--- src/rtl/mux_pkg.sv ---
// Shared constants and beat type for the pipelined N-input mux.
package mux_pkg;

    localparam int WIDTH_DEF      = 16;
    localparam int NUM_INPUTS_DEF = 3;
    localparam int SEL_W_DEF      = 3;
    localparam int ERR_CNT_W      = 8;

    // Beat at default width; parameterized instances mirror this layout locally.
    typedef struct packed {
        logic [WIDTH_DEF-1:0] data;
        logic                 sel_err;
    } beat_t;

endpackage

--- src/rtl/mux_sel_check.sv ---
// Combinational select-and-check: forwards input in_sel, or zero plus an error flag when out of range.
module mux_sel_check #(
    parameter int WIDTH      = 16,
    parameter int NUM_INPUTS = 3,
    parameter int SEL_W      = 3
) (
    input  logic [NUM_INPUTS*WIDTH-1:0] in_data,
    input  logic [SEL_W-1:0]            in_sel,
    output logic [WIDTH-1:0]            data,
    output logic                        sel_err
);

    always_comb begin
        data    = '0;
        sel_err = 1'b1;
        for (int k = 0; k < NUM_INPUTS; k++) begin
            if (int'(in_sel) == k) begin
                data    = in_data[k*WIDTH +: WIDTH];
                sel_err = 1'b0;
            end
        end
    end

endmodule

--- src/rtl/mux_n_inputs_pipe.sv ---
// One-cycle registered N-input mux with a two-entry (output + skid) buffer.
// Optional bad-select counter enabled by defining SEL_ERR_COUNT_EN.
module mux_n_inputs_pipe
    import mux_pkg::*;
#(
    parameter int WIDTH      = WIDTH_DEF,
    parameter int NUM_INPUTS = NUM_INPUTS_DEF,
    parameter int SEL_W      = SEL_W_DEF
) (
    input  logic                        clk,
    input  logic                        rst,
    input  logic [NUM_INPUTS*WIDTH-1:0] in_data,
    input  logic [SEL_W-1:0]            in_sel,
    input  logic                        in_valid,
    output logic                        in_ready,
    output logic [WIDTH-1:0]            out_data,
    output logic                        out_sel_err,
    output logic                        out_valid,
    input  logic                        out_ready
`ifdef SEL_ERR_COUNT_EN
    ,
    input  logic                        err_clr,
    output logic [ERR_CNT_W-1:0]        err_count
`endif
);

    typedef struct packed {
        logic [WIDTH-1:0] data;
        logic             sel_err;
    } stage_t;

    logic [WIDTH-1:0] sel_data;
    logic             sel_err;
    stage_t           new_beat;
    stage_t           out_q;
    stage_t           skid_q;
    logic             out_v;
    logic             skid_v;
    logic             ready_q;
    logic             accept;
    logic             drain;

    mux_sel_check #(
        .WIDTH      (WIDTH),
        .NUM_INPUTS (NUM_INPUTS),
        .SEL_W      (SEL_W)
    ) u_sel_check (
        .in_data (in_data),
        .in_sel  (in_sel),
        .data    (sel_data),
        .sel_err (sel_err)
    );

    assign new_beat = '{data: sel_data, sel_err: sel_err};
    assign accept   = in_valid & ready_q;
    assign drain    = out_v & out_ready;

    // ready_q tracks "skid empty" as its own flop so in_ready never sees out_ready.
    always_ff @(posedge clk or posedge rst) begin
        if (rst) begin
            out_q   <= '0;
            skid_q  <= '0;
            out_v   <= 1'b0;
            skid_v  <= 1'b0;
            ready_q <= 1'b1;
        end else if (!out_v || drain) begin
            if (skid_v) begin
                out_q   <= skid_q;
                out_v   <= 1'b1;
                skid_v  <= 1'b0;
                ready_q <= 1'b1;
            end else if (accept) begin
                out_q <= new_beat;
                out_v <= 1'b1;
            end else begin
                out_v <= 1'b0;
            end
        end else if (accept) begin
            skid_q  <= new_beat;
            skid_v  <= 1'b1;
            ready_q <= 1'b0;
        end
    end

    assign in_ready    = ready_q;
    assign out_valid   = out_v;
    assign out_data    = out_q.data;
    assign out_sel_err = out_q.sel_err;

`ifdef SEL_ERR_COUNT_EN
    // Clear has priority over a same-cycle increment; count saturates at all-ones.
    always_ff @(posedge clk or posedge rst) begin
        if (rst) begin
            err_count <= '0;
        end else if (err_clr) begin
            err_count <= '0;
        end else if (accept && sel_err && (err_count != '1)) begin
            err_count <= err_count + {{(ERR_CNT_W-1){1'b0}}, 1'b1};
        end
    end
`endif

endmodule

--- config.mk ---
export PLATFORM = sky130hd
export DESIGN_NAME = mux_n_inputs_pipe
export DESIGN_NICKNAME = d
export VERILOG_FILES = /design/src/rtl/mux_pkg.sv /design/src/rtl/mux_sel_check.sv /design/src/rtl/mux_n_inputs_pipe.sv
export SDC_FILE = /design/constraint.sdc
export NUM_CORES = 1
export LEC_CHECK = 0
export ABC_CLOCK_PERIOD_IN_PS = 2500
export CELL_PAD_IN_SITES_DETAIL_PLACEMENT = 0
export CELL_PAD_IN_SITES_GLOBAL_PLACEMENT = 1
export CORE_MARGIN = 8
export CORE_UTILIZATION = 37
export CTS_BUF_LIST = sky130_fd_sc_hd__clkbuf_4
export CTS_CLUSTER_SIZE = 40
export DETAILED_ROUTE_END_ITERATION = 8
export PLACE_DENSITY_LB_ADDON = 0.1
export SYNTH_ARGS = -nofsm -noshare
export SYNTH_HDL_FRONTEND = slang
export SYNTH_SLANG_ARGS = --single-unit
--- constraint.sdc ---
create_clock -name clk -period 2.5 [get_ports clk]
set_input_delay 0.375 -clock clk [delete_from_list [all_inputs] [get_ports clk]]
set_output_delay 0.375 -clock clk [all_outputs]
set_load 0.02 [all_outputs]
Word-level counts from Yosys, hierarchy flattened --
Index checks and enable logic that the tools add are counted.
Word-level totals: memory bits (writable) 0, output and inout port bits 19, memory bits (read-only) 0, bits in latches 0, memories 0, word-level logic and storage cells 36, register bits 37, input port bits 55
Operators by class: multiplexer cells 15, equality and inequality tests 3, multiply operators 0, bitwise gates (word level) 3, reduce and logical (&&, ||, !) cells 8, $add $sub $neg 0, divide/modulo/power cells 0, shift-type cells 0, $lt $le $gt $ge 0
Operators by type and width (count):
- $mux 16 | 3
- $mux 17 | 2
- $mux 1 | 10
- $reduce_and 2->1 | 3
- $reduce_bool 2->1 | 2
- $eq 3x2->1 const B | 1
- $eq 3x3->1 const B | 1
- $logic_not 3->1 | 1
- $and 1x1->1 | 2
- $ne 2x2->1 const B | 1
- $logic_not 1->1 | 1
- $logic_or 1x1->1 | 1
- $not 1->1 | 1

Logic depth before layout (Yosys ltp) --
Gate-level depths: netlist of the first run.
depth in word-level cells 6, mapped depth 6

By module --
Synthesis of the first run repeated with hierarchy kept, for this count alone.
Second synthesis, totals: cells, all modules 161, area, all modules 2250.9 um^2
Modules (own cells, without submodules):
- mux_n_inputs_pipe | sequential area each 927.1 um^2, area an instance 1717.9 um^2, times used 1, cells an instance 102
- mux_sel_check | sequential area each 0.0 um^2, area an instance 533.0 um^2, times used 1, cells an instance 59

Worst setup path after synthesis of the first run --
Ideal clock, no wire load.
path type flip-flop to flip-flop, from register ready_q (netlist: in_ready), to register out_q, in the netlist out_sel_err, path buffers 0, stages on the path, launching flop included 4, data required time 2.375 ns, slack 1.155 ns, data arrival time 1.221 ns, library setup time 0.125 ns, cell sequence dfstp_2 a21oi_1 nor2_2 mux2_2
On the way: longest elaborated chain between the ends 3
RTL lines:
- start: declaration | line mux_n_inputs_pipe.sv:39 | logic ready_q;
- start signal: assignment | line mux_n_inputs_pipe.sv:65 | ready_q <= 1'b1;
- start signal: assignment | line mux_n_inputs_pipe.sv:71 | ready_q <= 1'b1;
- start signal: assignment | line mux_n_inputs_pipe.sv:81 | ready_q <= 1'b0;
- $and 1x1->1 | line mux_n_inputs_pipe.sv:55 | assign accept = in_valid & ready_q;
- $reduce_bool 2->1 (no source line)
- $reduce_and 2->1 (no source line)
- end signal: assignment | line mux_n_inputs_pipe.sv:68 | out_q <= skid_q;
- end signal: assignment | line mux_n_inputs_pipe.sv:73 | out_q <= new_beat;
- end: declaration | line mux_n_inputs_pipe.sv:35 | stage_t out_q;
Every way passes these cells. A chain may end at the register's enable or synchronous reset.

Final worst setup path of the first run --
from register ready_q (netlist: in_ready), to output port in_ready
RTL lines:
- end: declaration | line mux_n_inputs_pipe.sv:15 | output logic in_ready,
No word-level cell between the ends.

==> results.tsv, run 1 <==
stage	metric	value	unit
die	die_x	91.2	um
clocking	cts_root_buffer	clkbuf_4	
grt	antenna_found_initial	0	
setup_path	end_kind	output pin	
route	routed-via-count	1740	
timing	relSlewSlack	46.2	%
clocking	clk_latency	340	ps
setup_path	arrival	1510	ps
clocking	ctsLongestPathBuffers	2	
timing	tns	0	ps
status	status	completed	
clocking	cts.htree.levels	2	
setup_path	required	2120	ps
power_and_ir_drop	ir_drop	0.000154	V
timing	skew	7.71	ps
setup_path	slowest_stage	clkdlybuf4s50_1	
finish	antenna_cells	0	
clocking	post_cts.repair.setup_buffers	0	
route	viasPerCell	4.85	
setup_path	path_class	reg -> out	
timing	setup_ws	615	ps
timing	hold_viol_final	0	
setup_path	worst-path-max-fanout	4	
die	ios	74	
grt	grt_first_pass_wirelength	8.66	mm
clocking	cts_inserted_buffers	5	
finish	area_delta_synth_final	39.7	%
die	die-area	0.00832	sq mm
setup_path	ff2ff_setup_slack	800	ps
yosys	yosysSeqAreaShare	44.3	%
place	port_buffers	73	
route	drtIter0Drc	85	
setup_path	path_cells	clkdlybuf4s50_1	
place	place.gp.congestion	0.711	
setup_path	critPathMaxStageDelay	610	ps
finish	nNetsFinal	341	
route	finalWirelength	5.10	mm
min_path	hold_class	in -> async	
yosys	syn_inst	215	
clocking	clkTransAtPathRegs	110	ps
die	initial_core_util	38.3	%
power_and_ir_drop	p_per_area	377	mW/mm^2
timing	fin_crit	1880	ps
timing	tightestPinTransition	806	ps
finish	drive_above_1_share	15.3	%
yosys	ys_seq_elements	37	
clocking	cts.repair.resized	0	
place	place_ws	600	ps
die	rows	27	
yosys	yosys_warnings	0	
yosys	synth_area_per_cell	9.74	sq um
grt	grt_pass1_vias	1764	
yosys	syn_nets	270	
die	die_h	91.2	um
timing	timing.final.crit_share	75.4	%
timing	report.final.setup_viol	0	
setup_path	crit_family	buffers and inverters	
clocking	cts_tree	built	
setup_path	path_buf_inv	1	
route	firstDrtPassIters	4	
yosys	synth_area	0.00209	sq mm
grt	overflow	0	
clocking	clock-sinks	37	
setup_path	startpoint_type	register	
timing	fmax	0.531	GHz
setup_path	r2r-start	skid_v$_DFFE_PP0P_	
place	place_hpwl	3.94	mm
clocking	hold_buffers	0	
power_and_ir_drop	p_leak	1.20	nW
setup_path	worst-r2r-cell-count	3	
yosys	ys_types	23	
finish	nFillCells	529	
route	wl_per_cell	14.2	um
grt	grt_util_all_layers	12.7	%
setup_path	path_depth	1	
setup_path	reg2reg_to	out_data[11]$_DFFE_PP0P_	
die	core_area	0.00547	sq mm
flow_run	cap_violations	0	
route	drtAntennaViolNets	0	
route	drc_errors	0	
timing	timing.final.max_slew_violations	0	
timing	rsz0062_at_grt	no	
grt	grt_start_max_net_pins	38	
layer usage:
metal | track usage (%) | share of wire (%)
met2 | 16.9 | 39
met5 | 0 | 0
met1 | 17.2 | 50
met4 | 4.91 | 1.3
met3 | 5.68 | 9.6
power by group:
part / switching, mW / internal, mW
logic: 0.0893 / 0.124
registers: 0 / 0.598
clock network: 0.188 / 0.102
total: 0.278 / 0.824
tightest hold or removal path, cell delays in order:
cell and delay, ps:
clkdlybuf4s50_1 400, inv_1 50, buf_4 390
flip-flops by register name, indices dropped and copies added (netlist names):
signal,count
skid_v,1
out_data,16
out_sel_err,1
in_ready,1
out_valid,1
skid_q,17
cell type report:
cell class / instances / area, sq um / share of cell area (%)
clock inverters: 3 / 12.5 / 0.428
well taps: 72 / 90.1 / 3.08
flip-flops and latches: 37 / 927 / 31.7
repair buffers: 81 / 803 / 27.5
inverters: 1 / 3.75 / 0.128
multi-input cells: 160 / 1050 / 35.9
clock buffers: 5 / 37.5 / 1.28
kinds of logic after synthesis:
logic type	Yosys count	share of synthesized area, %
buffers and inverters	18	5.56
AO/OA/AOI/OAI	70	23.2
AND/OR/NAND/NOR	73	18.8
multiplexers	17	8.18
flip-flops	37	44.3
cells in the mapped netlist:
master	n	area share [%]
a21oi_1	14	3.3
a21oi_2	6	2.5
a22oi_1	11	3.9
a22oi_2	5	3.0
buf_12	1	0.96
buf_2	8	1.9
buf_4	2	0.72
buf_6	2	1.1
clkbuf_1	4	0.72
dfrtp_1	36	43
dfstp_2	1	1.3
inv_1	1	0.18
mux2_2	1	0.54
mux2i_1	16	7.6
nand2_1	19	3.4
nand2b_1	17	5.1
nand3_2	1	0.48
nand3b_1	16	5.7
nor2_1	17	3.0
nor2_2	2	0.60
nor2b_2	1	0.42
o21ai_1	21	5.0
o21ai_2	13	5.4
through the flow:
step / hold slack (ps) / utilization (%) / area, sq um / power [mW] / cells
floorplan: 426 / - / 2090 / 0.721 / 215
global placement: 467 / 52.5 / 2880 / 0.825 / 351
detailed placement: 477 / 52.5 / 2880 / 0.826 / 351
CTS: 447 / 53.5 / 2930 / 1.12 / 359
global route: 475 / 53.5 / 2930 / 1.16 / 359
finish: 440 / 53.5 / 2930 / 1.10 / 359
cell usage in the layout (no fill, tap or decap):
master / count
a22oi_1: 11
nor2_2: 2
a21oi_1: 14
o21ai_2: 13
a21oi_2: 6
nand3_2: 1
nor2_1: 17
o21ai_1: 21
clkbuf_4: 5
nand2_1: 19
buf_12: 1
inv_1: 1
clkinv_2: 1
nand3b_1: 16
dfstp_2: 1
mux2i_1: 16
dfrtp_1: 36
mux2_2: 1
buf_4: 7
a22oi_2: 5
nand2b_1: 17
clkinv_1: 2
clkdlybuf4s50_1: 73
nor2b_2: 1
how the worst max path moves through the flow:
stage                    startpoint                       end  slack, ps
3_3_place_gp               in_valid  out_data[14]$_DFFE_PP0P_        630
6_report       in_ready$_DFFE_PP1P_                  in_ready        620
4_1_cts        in_ready$_DFFE_PP1P_                  in_ready        590
3_5_place_dp              in_sel[2]  out_data[11]$_DFFE_PP0P_        600
5_1_grt        in_ready$_DFFE_PP1P_                  in_ready        540
2_1_floorplan  in_ready$_DFFE_PP1P_   out_sel_err$_DFFE_PP0P_       1150
No activity file was read; power rests on OpenSTA's default activity.
==> run 2, diff against run 1 <==
--- a/config.mk
+++ b/config.mk
@@ -5,11 +5,11 @@
 export SDC_FILE = /design/constraint.sdc
 export NUM_CORES = 1
 export LEC_CHECK = 0
-export ABC_CLOCK_PERIOD_IN_PS = 2500
+export ABC_CLOCK_PERIOD_IN_PS = 1750
 export CELL_PAD_IN_SITES_DETAIL_PLACEMENT = 0
 export CELL_PAD_IN_SITES_GLOBAL_PLACEMENT = 1
 export CORE_MARGIN = 8
-export CORE_UTILIZATION = 37
+export CORE_UTILIZATION = 34
 export CTS_BUF_LIST = sky130_fd_sc_hd__clkbuf_4
 export CTS_CLUSTER_SIZE = 40
 export DETAILED_ROUTE_END_ITERATION = 8
==> constraint.sdc (replaced) <==
create_clock -name clk -period 1.75 [get_ports clk]
set_input_delay 0.2625 -clock clk [delete_from_list [all_inputs] [get_ports clk]]
set_output_delay 0.2625 -clock clk [all_outputs]
set_load 0.02 [all_outputs]
==> run 2 against run 1 <==
- global-route usage shrank 0.35 points
- critical path depth did not move
- clock skew hardly changed
- die area is 7.2% higher
- first-iteration DRC count shrank 14%
- power grew 44%
- combinational power up 46%
- non-clock buffer count up 3
- worst hold slack lost 220 ps
- utilization down 3.5 points
- final area rose by 1.7%
- largest power group unchanged
==> results.tsv, run 2 (synthesized netlist as in run 1, its figures left out) <==
stage	metric	value	unit
route	drtAntennaViolNets	0	
route	drtIter0Drc	73	
clocking	clkTransAtPathRegs	100	ps
finish	multiInputGateArea	0.00105	sq mm
grt	grt_start_max_net_pins	35	
flow_run	cap_violations	0	
timing	report.final.setup_viol	0	
die	initial_core_util	35.2	%
timing	setup_ws	138	ps
timing	skew	7.85	ps
die	die_x	94.5	um
min_path	hold_class	in -> async	
clocking	post_cts.repair.setup_buffers	0	
timing	fmax	0.620	GHz
die	ios	74	
grt	gr-max-usage-layer	met1	
timing	relSlewSlack	44.2	%
setup_path	path_cells	clkdlybuf4s50_1	
setup_path	ff2ff_setup_slack	180	ps
clocking	clock-sinks	37	
power_and_ir_drop	p_leak	1.22	nW
setup_path	path_class	reg -> out	
grt	antenna_found_initial	0	
timing	hold_slack	224	ps
die	die_h	94.5	um
clocking	cts_tree	built	
die	die-area	0.00893	sq mm
clocking	ctsLongestPathBuffers	2	
timing	timing.final.max_slew_violations	0	
place	port_buffers	73	
grt	grtUsageMet3	5.16	%
finish	final_cell_mix	clkdlybuf4s50_1 (72), dfrtp_1 (36), o21ai_1 (21), nand2_1 (19)	
power_and_ir_drop	ir_drop	0.000343	V
route	viasPerCell	4.77	
timing	hold_viol_final	0	
place	place_hpwl	4.08	mm
finish	regMostFlops	skid_q	
route	wl_per_cell	14.2	um
setup_path	critPathMaxStageDelay	630	ps
setup_path	required	1490	ps
route	finalWirelength	5.18	mm
finish	fin_area	0.00297	sq mm
grt	grtUsageMet1	17.1	%
route	routed-via-count	1736	
setup_path	path_buf_inv	1	
finish	area.sequential	927	sq um
finish	antenna_cells	0	
die	core_area	0.00596	sq mm
timing	timing.final.crit_share	92.1	%
grt	grt_util_all_layers	12.3	%
finish	final_common_cell	clkdlybuf4s50_1	
finish	drive_above_1_share	16.3	%
setup_path	slowest_stage	clkdlybuf4s50_1	
status	status	completed	
finish	area_delta_synth_final	42.0	%
place	place_ws	-37.2	ps
finish	largest_reg_flops	17	
timing	tightestPinTransition	836	ps
timing	fin_crit	1610	ps
place	place.gp.congestion	0.691	
setup_path	arrival	1350	ps
setup_path	end_kind	output pin	
grt	grt_first_pass_wirelength	8.79	mm
clocking	cts_root_buffer	clkbuf_4	
clocking	cts_inserted_buffers	5	
grt	grt_pass1_vias	1775	
setup_path	crit_family	buffers and inverters	
finish	nFillCells	611	
clocking	cts.htree.levels	2	
clocking	hold_buffers	0	
die	rows	28	
route	firstDrtPassIters	4	
power_and_ir_drop	p_per_area	535	mW/mm^2
setup_path	worst-path-max-fanout	2	
setup_path	startpoint_type	register	
place	placed_cell_area	0.00293	sq mm
finish	nNetsFinal	344	
timing	rsz0062_at_grt	no	
route	drc_errors	0	
clocking	clk_latency	340	ps
grt	grtUsageMet2	16.6	%
grt	overflow	0	
## run 2: cell types whose count changed in the layout (fill, tap and decap cells not counted), sizes merged
| cell | delta |
|---|---|
| buf | +3 |
| clkbuf | +1 |
| clkdlybuf4s50 | -1 |
| clkinv | -2 |
| dlygate4sd2 | +1 |
## run 2: stage by stage
stage / TNS, ps / util, % / instances / power [mW]
after floorplan: 0 / - / 215 / 1.03
after global placement: 0 / 49.1 / 357 / 1.19
after detailed placement: -131 / 49.1 / 357 / 1.19
after CTS: 0 / 49.9 / 364 / 1.61
after global routing: 0 / 49.9 / 364 / 1.67
final: 0 / 49.9 / 364 / 1.59
## run 2: what timing repair did
item,4_1_cts,5_1_grt
hold endpoints to repair,0,0
endpoints found under the setup margin,1,0
gates resized for setup,1,0
## run 2: final timing paths
check | start | to | depth (start not counted)
setup reg to reg | skid_v$_DFFE_PP0P_ | out_data[14]$_DFFE_PP0P_ | 3
hold reg to reg | skid_q[5]$_DFFE_PP0P_ | skid_q[5]$_DFFE_PP0P_ | 2
hold / removal | rst | out_data[12]$_DFFE_PP0P_ | 3
max in group asynchronous | rst | out_data[4]$_DFFE_PP0P_ | 3
min in group clk | skid_q[5]$_DFFE_PP0P_ | skid_q[5]$_DFFE_PP0P_ | 2
setup / recovery | out_data[14]$_DFFE_PP0P_ | out_data[14] | 1
## run 2: metal layers
layer  share of wire, %  wire length [um]
met4                1.5                78
met5                  0                 0
met1                 49              2530
met3                9.9               515
met2                 40              2050
## run 2: final cells by class
cell class | count | share of cell area, %
flip-flops and latches | 37 | 31.2
clock buffers | 6 | 1.51
repair buffers | 84 | 28.6
inverters | 1 | 0.126
well taps | 75 | 3.16
clock inverters | 1 | 0.126
multi-input cells | 160 | 35.3
## run 2: power breakdown
part	total (mW)	switching, mW	internal, mW	leakage (nW)
Clock	0.425	0.264	0.161	0.0292
Sequential	0.854	0	0.854	0.514
Combinational	0.311	0.128	0.183	0.680
Total	1.59	0.392	1.20	1.22
==> run 3, diff against run 2 <==
--- a/config.mk
+++ b/config.mk
@@ -11,8 +11,8 @@
 export CORE_MARGIN = 8
 export CORE_UTILIZATION = 34
 export CTS_BUF_LIST = sky130_fd_sc_hd__clkbuf_4
-export CTS_CLUSTER_SIZE = 40
 export DETAILED_ROUTE_END_ITERATION = 8
+export GPL_ROUTABILITY_DRIVEN = 0
 export PLACE_DENSITY_LB_ADDON = 0.1
 export SYNTH_ARGS = -nofsm -noshare
 export SYNTH_HDL_FRONTEND = slang
==> results of run 3 <==
Final layout, timing and power as in run 2 (identical DEF).
